==> src/rtl/scroll_display.sv <==
// scroll_display
//   Scrolls a fixed 16-character hex message across a 4-digit common-anode
//   7-segment display. Each accepted tick moves the message one character
//   left or right; the four digits are time-multiplexed from a free-running
//   refresh counter.
//
// Ports
//   clk     in   1  system clock
//   reset   in   1  asynchronous, active-high
//   tick    in   1  scroll strobe (one step per cycle it is high)
//   run     in   1  1 = ticks advance the scroll, 0 = freeze
//   dir     in   1  0 = scroll left (offset+1), 1 = scroll right (offset-1)
//   an      out  4  digit enables, active-low, an[3] = leftmost digit
//   seg     out  7  segments a..g on seg[6]..seg[0], active-low
//   offset  out  4  message index shown on the leftmost digit
module scroll_display #(
  parameter logic [63:0] MSG          = 64'h0123456789ABCDEF,
  parameter int          REFRESH_BITS = 16
) (
  input  logic       clk,
  input  logic       reset,
  input  logic       tick,
  input  logic       run,
  input  logic       dir,
  output logic [3:0] an,
  output logic [6:0] seg,
  output logic [3:0] offset
);

  logic [REFRESH_BITS-1:0] refresh_cnt;
  logic [1:0]              sel;
  logic [3:0]              char_idx;
  logic [3:0]              char_code;
  logic [3:0]              an_next;
  logic [6:0]              seg_next;

  // Top two refresh bits pick the digit being driven; digit 0 is leftmost.
  assign sel = refresh_cnt[REFRESH_BITS-1 -: 2];

  always_comb begin
    char_idx  = offset + {2'b00, sel};
    // Character i lives at MSG[63-4*i -: 4], i.e. LSB at 4*(15-i).
    char_code = MSG[{4'd15 - char_idx, 2'b00} +: 4];
    an_next   = ~(4'b1000 >> sel);
    case (char_code)
      4'h0:    seg_next = 7'b0000001;
      4'h1:    seg_next = 7'b1001111;
      4'h2:    seg_next = 7'b0010010;
      4'h3:    seg_next = 7'b0000110;
      4'h4:    seg_next = 7'b1001100;
      4'h5:    seg_next = 7'b0100100;
      4'h6:    seg_next = 7'b0100000;
      4'h7:    seg_next = 7'b0001111;
      4'h8:    seg_next = 7'b0000000;
      4'h9:    seg_next = 7'b0000100;
      4'hA:    seg_next = 7'b0001000;
      4'hB:    seg_next = 7'b1100000;
      4'hC:    seg_next = 7'b0110001;
      4'hD:    seg_next = 7'b1000010;
      4'hE:    seg_next = 7'b0110000;
      default: seg_next = 7'b0111000;
    endcase
  end

  // an/seg are registered from the pre-edge sel/offset, so a tick landing on
  // a digit switch shows the old offset for that one cycle.
  always_ff @(posedge clk or posedge reset) begin
    if (reset) begin
      refresh_cnt <= '0;
      offset      <= '0;
      an          <= '1;
      seg         <= '1;
    end else begin
      refresh_cnt <= refresh_cnt + REFRESH_BITS'(1);
      if (tick && run) begin
        offset <= dir ? offset - 4'd1 : offset + 4'd1;
      end
      an  <= an_next;
      seg <= seg_next;
    end
  end

endmodule

==> config.mk <==
export PLATFORM = sky130hd
export DESIGN_NAME = scroll_display
export DESIGN_NICKNAME = d
export VERILOG_FILES = /design/src/rtl/scroll_display.sv
export SDC_FILE = /design/constraint.sdc
export NUM_CORES = 1
export LEC_CHECK = 0
export ABC_CLOCK_PERIOD_IN_PS = 2200
export BUFFER_PORTS_ARGS = -buffer_cell sky130_fd_sc_hd__buf_2
export CAP_MARGIN = 20
export CORE_MARGIN = 2
export CORE_UTILIZATION = 51
export CTS_BUF_LIST = sky130_fd_sc_hd__clkbuf_4 sky130_fd_sc_hd__clkbuf_8 sky130_fd_sc_hd__clkbuf_16
export CTS_CLUSTER_DIAMETER = 200
export DETAILED_ROUTE_END_ITERATION = 16
export HOLD_SLACK_MARGIN = 0.02
export PLACE_DENSITY = 0.74
export SLEW_MARGIN = 0
export SYNTH_ARGS = -nofsm -noshare
export SYNTH_HDL_FRONTEND = slang
export SYNTH_SLANG_ARGS = --single-unit
export TNS_END_PERCENT = 50
==> constraint.sdc <==
create_clock -name clk -period 2.2 [get_ports clk]
set_input_delay 0.33 -clock clk [delete_from_list [all_inputs] [get_ports clk]]
set_output_delay 0.33 -clock clk [all_outputs]
set_load 0.02 [all_outputs]
==> results of run 1 <==
worst max path at each step:
stage / endpoint / cells past startpoint
6_report: seg[6] / 6
3_5_place_dp: seg[6] / 6
2_1_floorplan: seg[6] / 6
3_3_place_gp: seg[6] / 6
4_1_cts: seg[6] / 6
5_1_grt: seg[3] / 6
placed cells by master (no fill, tap or decap), types with 2 or more instances in the layout:
cell / instances
nand2_1: 20
buf_2: 19
dfrtp_1: 19
inv_1: 11
dfstp_2: 11
ha_1: 10
xnor2_1: 9
xor2_1: 8
nor2_1: 6
o21ai_0: 6
clkbuf_4: 6
buf_4: 6
nor3_1: 5
and3_1: 3
nand3_1: 3
nand4_1: 2
mux2i_1: 2
o2bb2ai_1: 2
area by class of cell:
| cell class | instances | area (um^2) |
|---|---|---|
| Clock buffer | 7 | 58.81 |
| Timing Repair Buffer | 25 | 140.1 |
| Fill cell | 245 | 1147 |
| Clock inverter | 1 | 5.005 |
| Inverter | 12 | 45.04 |
| Tap cell | 44 | 55.05 |
| Sequential cell | 31 | 790.8 |
| Multi-Input combinational cell | 99 | 785.8 |
worst register-to-register path: cells and delay by family, from the launching register on:
family / cells / cell delay [ps]
adder cells (fa/ha/maj): 3 / 890
AO/OA/AOI/OAI: 1 / 130
AND/OR/NAND/NOR: 1 / 510
flip-flops: 1 / 440
buffers and inverters: 1 / 70
kinds of logic (layout without fill, tap and decap cells):
family | count (synthesis) | count (layout) | share of synthesized area
AOI/OAI and AO/OA | 18 | 18 | 0.08107
xor gates and xnor gates | 19 | 19 | 0.1169
adders and majority gates | 13 | 13 | 0.1107
buffers and inverters | 12 | 45 | 0.02806
DFF | 31 | 31 | 0.4918
muxes | 3 | 3 | 0.02650
and+or+nand+nor | 46 | 46 | 0.1450
stage by stage:
stage / instance area [um^2] / hold slack [ps]
floorplan: 1622 / 425.3
global placement: 1817 / 427.6
detailed placement: 1817 / 431.9
CTS: 1881 / 70.10
global route: 1881 / 78.65
finish: 1881 / 47.18
registers in the layout, summed over array words and instances, names as in the netlist:
name	cells
an	4
offset	4
refresh_cnt	16
seg	7
power by group through the flow:
stage	clock, uW	sequential, uW	combinational [uW]
2_1_floorplan	0	925	602
3_3_place_gp	0	794	963
3_5_place_dp	0	803	995
4_1_cts	362	793	1010
5_1_grt	382	803	1110
6_report	355	791	1000
metal layers:
metal	wire (um)	part of all wire	track usage	vias up
met3	121	0.043	0.04113	6
met2	1394	0.50	0.3059	35
li1	-	-	-	549
met4	75	0.027	0.09524	0
met5	0	0	0	-
met1	1199	0.43	0.2190	546
==> impl_metrics.json, run 1 <==
{
  "status": "finished, final reports clean",
  "worstReg2RegEnd": "seg[6]",
  "h-tree-depth": 2,
  "leakage_uw": 0.0008993,
  "area_growth_pct": 17.15,
  "timing.fmax_mhz": 476.3,
  "grt_pass1_vias": 1109,
  "grt_pass1_wl_um": 4726,
  "cts_tree": "done",
  "ir_drop_v": 0.0006482,
  "grt_max_degree": 17,
  "io_pins": 20,
  "worst_slack_ps": 100.7,
  "wl_per_cell_um": 12.74,
  "finalNonFillerCells": 219,
  "start_kind": "flip-flop",
  "path_cells": "ha_4 > fa_2 > inv_1 > ha_1 > or4_1 > o221a_2",
  "syn_area_mm2": 0.001605,
  "maxCapViolations": 0,
  "cp_max_fo": 3,
  "antenna_cells": 0,
  "cp_slowest_cell": "fa_2",
  "r2r-start": "offset[0]",
  "crit_family": "adder cells",
  "drt_wl_total_um": 2790,
  "clkPwrFrac": 0.165,
  "cts.sinks": 31,
  "r2r_slack_ps": 100,
  "switching_share": 0.3866,
  "synthArstFlopShare": 1.000,
  "yosys.area.top_type": "dfrtp_1",
  "endpoint_kind": "flip-flop",
  "cts-hold-fix-buffers": 0,
  "port_buffers": 19,
  "p_int_uw": 1319,
  "power_uw": 2151,
  "pwr-share-comb": 0.467,
  "path_buf_inv": 1,
  "clk_pin_slew_worst_paths_ps": 100,
  "pwr-share-seq": 0.368,
  "path_class": "flip-flop to flip-flop",
  "cp_data_arrival_time_ps": 2370,
  "viasPerCell": 5.187,
  "finClkSkew_ps": 14.94,
  "core_area_mm2": 0.003028,
  "postSynthAreaPerCell_um2": 11.30,
  "finalNetCount": 192,
  "drc": 0,
  "dpl.cell_count": 211,
  "ys_seq_elements": 31,
  "yosysTopAreaCellShare": 0.3118,
  "dp_slack_ps": 109.2,
  "start_util": 0.5302,
  "synth_edf_count": 0,
  "die_area_mm2": 0.003613,
  "powerDensity_mw_per_mm2": 1144,
  "rsz0062_at_grt": "no",
  "startpoint": "offset[0]",
  "required_ps": 2470,
  "place.gp.congestion": 0.8613,
  "tns_ps": 0,
  "ys_warn_count": 0,
  "setup_viol": 0,
  "worst_pin_slew_ps": 611.3,
  "ff2ff_path_depth": 6,
  "synth_area_leaders": "dfrtp_1, dfstp_2, ha_1, xnor2_1, nand2_1",
  "hpwl_um": 2141,
  "clk_latency_ps": 330,
  "slew_headroom": 0.5920,
  "min_period_ps": 2099,
  "synth.top_cells.by_count": "dfrtp_1, nand2_1, dfstp_2, ha_1, inv_1",
  "postCtsSetupBuffers": 0,
  "syn_nets": 160,
  "hold_class": "input port to asynchronous set/reset pin",
  "layout-drive-gt1-share": 0.3029,
  "num_vias": 1136,
  "die_w_um": 60.11,
  "final_hold_viol_count": 0,
  "drtIter0Drc": 25,
  "critPathMaxStageDelay_ps": 530,
  "fp.dieH_um": 60.11,
  "yosysSeqAreaShare": 0.4918,
  "cts_resized": 0,
  "cts_root_buffer": "clkbuf_4",
  "cts_buffers": 5,
  "cts.path.max_buffers": 2,
  "final_util": 0.6211,
  "switchingPower_uw": 831.6,
  "grt_usage": 0.1831,
  "ant_nets": 0,
  "firstDrtPassIters": 4,
  "synth_cell_type_count": 37,
  "period_share": 0.9542,
  "antenna_found_initial": 0,
  "rows": 20,
  "synth_cells": 142,
  "overflow": 0,
  "slew_violations": 0,
  "yosys_most_used_dff": "dfrtp_1"
}
Power figures use the tool's default switching activity.
==> inputs of run 2 (changes only) <==
--- a/config.mk
+++ b/config.mk
@@ -9,12 +9,12 @@
 export BUFFER_PORTS_ARGS = -buffer_cell sky130_fd_sc_hd__buf_2
 export CAP_MARGIN = 20
 export CORE_MARGIN = 2
-export CORE_UTILIZATION = 51
+export CORE_UTILIZATION = 40
 export CTS_BUF_LIST = sky130_fd_sc_hd__clkbuf_4 sky130_fd_sc_hd__clkbuf_8 sky130_fd_sc_hd__clkbuf_16
 export CTS_CLUSTER_DIAMETER = 200
 export DETAILED_ROUTE_END_ITERATION = 16
 export HOLD_SLACK_MARGIN = 0.02
-export PLACE_DENSITY = 0.74
+export PLACE_DENSITY = 0.61
 export SLEW_MARGIN = 0
 export SYNTH_ARGS = -nofsm -noshare
 export SYNTH_HDL_FRONTEND = slang
==> run 2 against run 1 <==
Against the previous run:
- die area increased by 26%
- utilization fell by 13 points
- power increased by 5.3%
- global-route usage fell by 3.0 points
- clock power is 24% higher
- clock skew is 8.6 ps lower
- sequential power up 2%
- final cell count up 2.3%
- first-iteration DRC count is 150% higher
- maximum frequency down 1.5%
- routed wire length shrank 0.82%
- final area rose by 2.4%
==> impl_metrics.json, run 2 (same netlist as run 1, synthesis figures left out) <==
{
  "slew_violations": 0,
  "powerDensity_mw_per_mm2": 1176,
  "grt_usage": 0.1532,
  "io_pins": 20,
  "hold_slack_ps": 118.4,
  "largest_reg_flops": 16,
  "finClkSkew_ps": 6.387,
  "required_ps": 2410,
  "path_class": "flip-flop to flip-flop",
  "ir_drop_v": 0.0005331,
  "clkPwrFrac": 0.195,
  "h-tree-depth": 2,
  "rows": 23,
  "path_buf_inv": 1,
  "firstDrtPassIters": 4,
  "finalNetCount": 191,
  "num_vias": 1121,
  "maxCapViolations": 0,
  "grt_max_degree": 32,
  "grt_pass1_vias": 1183,
  "start_util": 0.4072,
  "antenna_cells": 0,
  "clk_pin_slew_worst_paths_ps": 60,
  "place.gp.congestion": 0.8747,
  "rsz0062_at_grt": "no",
  "start_kind": "flip-flop",
  "status": "finished, final reports clean",
  "drtIter0Drc": 62,
  "cts.sinks": 31,
  "cts_tree": "done",
  "cp_slowest_cell": "fa_2",
  "leakage_uw": 0.0009097,
  "path_cells": "ha_4 > fa_2 > inv_2 > ha_1 > or4_1 > o221a_2",
  "overflow": 0,
  "final_common_cell": "nand2_1",
  "switchingPower_uw": 844.5,
  "p_int_uw": 1420,
  "layout-drive-gt1-share": 0.3161,
  "critPathMaxStageDelay_ps": 540,
  "final_hold_viol_count": 0,
  "slew_headroom": 0.7275,
  "fp.dieH_um": 67.35,
  "tns_ps": 0,
  "min_period_ps": 2131,
  "layout_common_cells": "nand2_1, buf_2, dfrtp_1, dfstp_2",
  "setup_viol": 0,
  "drc": 0,
  "wl_per_cell_um": 12.35,
  "core_area_mm2": 0.003943,
  "antenna_found_initial": 0,
  "timing.fmax_mhz": 469.3,
  "die_area_mm2": 0.004536,
  "ant_nets": 0,
  "viasPerCell": 5.004,
  "cp_data_arrival_time_ps": 2340,
  "drt_wl_total_um": 2767,
  "period_share": 0.9686,
  "hpwl_um": 2093,
  "cts_buffers": 5,
  "worst_pin_slew_ps": 398.4,
  "switching_share": 0.3730,
  "pwr-share-comb": 0.449,
  "cp_max_fo": 5,
  "cts.path.max_buffers": 2,
  "cts_root_buffer": "clkbuf_8",
  "die_w_um": 67.35,
  "area_growth_pct": 19.95,
  "grt_pass1_wl_um": 5030,
  "endpoint_kind": "flip-flop",
  "hold_class": "input port to asynchronous set/reset pin",
  "largest_registers": "refresh_cnt x16, seg x7",
  "clk_latency_ps": 280,
  "pwr-share-seq": 0.357,
  "largest-register": "refresh_cnt",
  "port_buffers": 19,
  "crit_family": "adder cells"
}
==> run 2: changes by cell type in the layout (fill, tap and decap cells not counted), sizes merged <==
| cell | previous run | this run |
|---|---|---|
| buf | 25 | 24 |
==> run 2: area by class of cell <==
| class | instances | area [um^2] |
|---|---|---|
| fillers | 343 | 2017 |
| multi-input cells | 99 | 804.5 |
| flip-flops and latches | 31 | 792.0 |
| repair buffers | 24 | 132.6 |
| clock buffers | 7 | 83.83 |
| well taps | 50 | 62.56 |
| inverters | 12 | 45.04 |
| clock inverters | 1 | 5.005 |
==> run 2: worst min-delay path, delay by kind of cell <==
family	cells	cell delay, ps
buffers and inverters	3	460
==> run 2: worst paths after layout <==
path	slack [ps]	cells after the start	end	startpoint
min	120	3	offset[2]	reset
max reg2reg	70	6	seg[6]	offset[0]
min in group clk	460	1	refresh_cnt[7]	refresh_cnt[7]
max	70	6	seg[6]	offset[0]
max in group asynchronous	1770	3	an[2]	reset
min reg2reg	460	1	refresh_cnt[7]	refresh_cnt[7]
==> run 2: per-layer routing <==
metal	wire length, um	up-vias	part of all wire	track usage
met5	0	-	0	0
met4	60	0	0.022	0.07398
met3	138	6	0.050	0.05833
met2	1346	25	0.49	0.2537
met1	1222	542	0.44	0.1734
li1	-	548	-	-
==> run 2: power by group through the flow <==
stage | Clock, uW | Sequential (uW) | Combinational [uW]
final | 440 | 808 | 1020
after global routing | 497 | 822 | 1150
after CTS | 456 | 803 | 989
after detailed placement | 0 | 812 | 982
after global placement | 0 | 805 | 959
after floorplan | 0 | 925 | 602
==> run 2: per-stage QoR <==
| stage | util | cell area, um^2 | power, uW | setup WS (ps) | instances |
|---|---|---|---|---|---|
| after floorplan | - | 1622 | 1527 | 2.737 | 142 |
| after CTS | 0.4833 | 1906 | 2248 | 49.07 | 224 |
| after detailed placement | 0.4608 | 1817 | 1794 | 66.26 | 216 |
| after global routing | 0.4884 | 1926 | 2468 | 4.178 | 224 |
| final | 0.4884 | 1926 | 2264 | 69.08 | 224 |
| after global placement | 0.4608 | 1817 | 1764 | 96.03 | 216 |
==> run 2: what timing repair did <==
item,in CTS,in global routing
hold buffers,0,0
resized for setup,0,4
endpoints found under the setup margin,0,2
buffers inserted,0,0
hold endpoints to repair,0,0
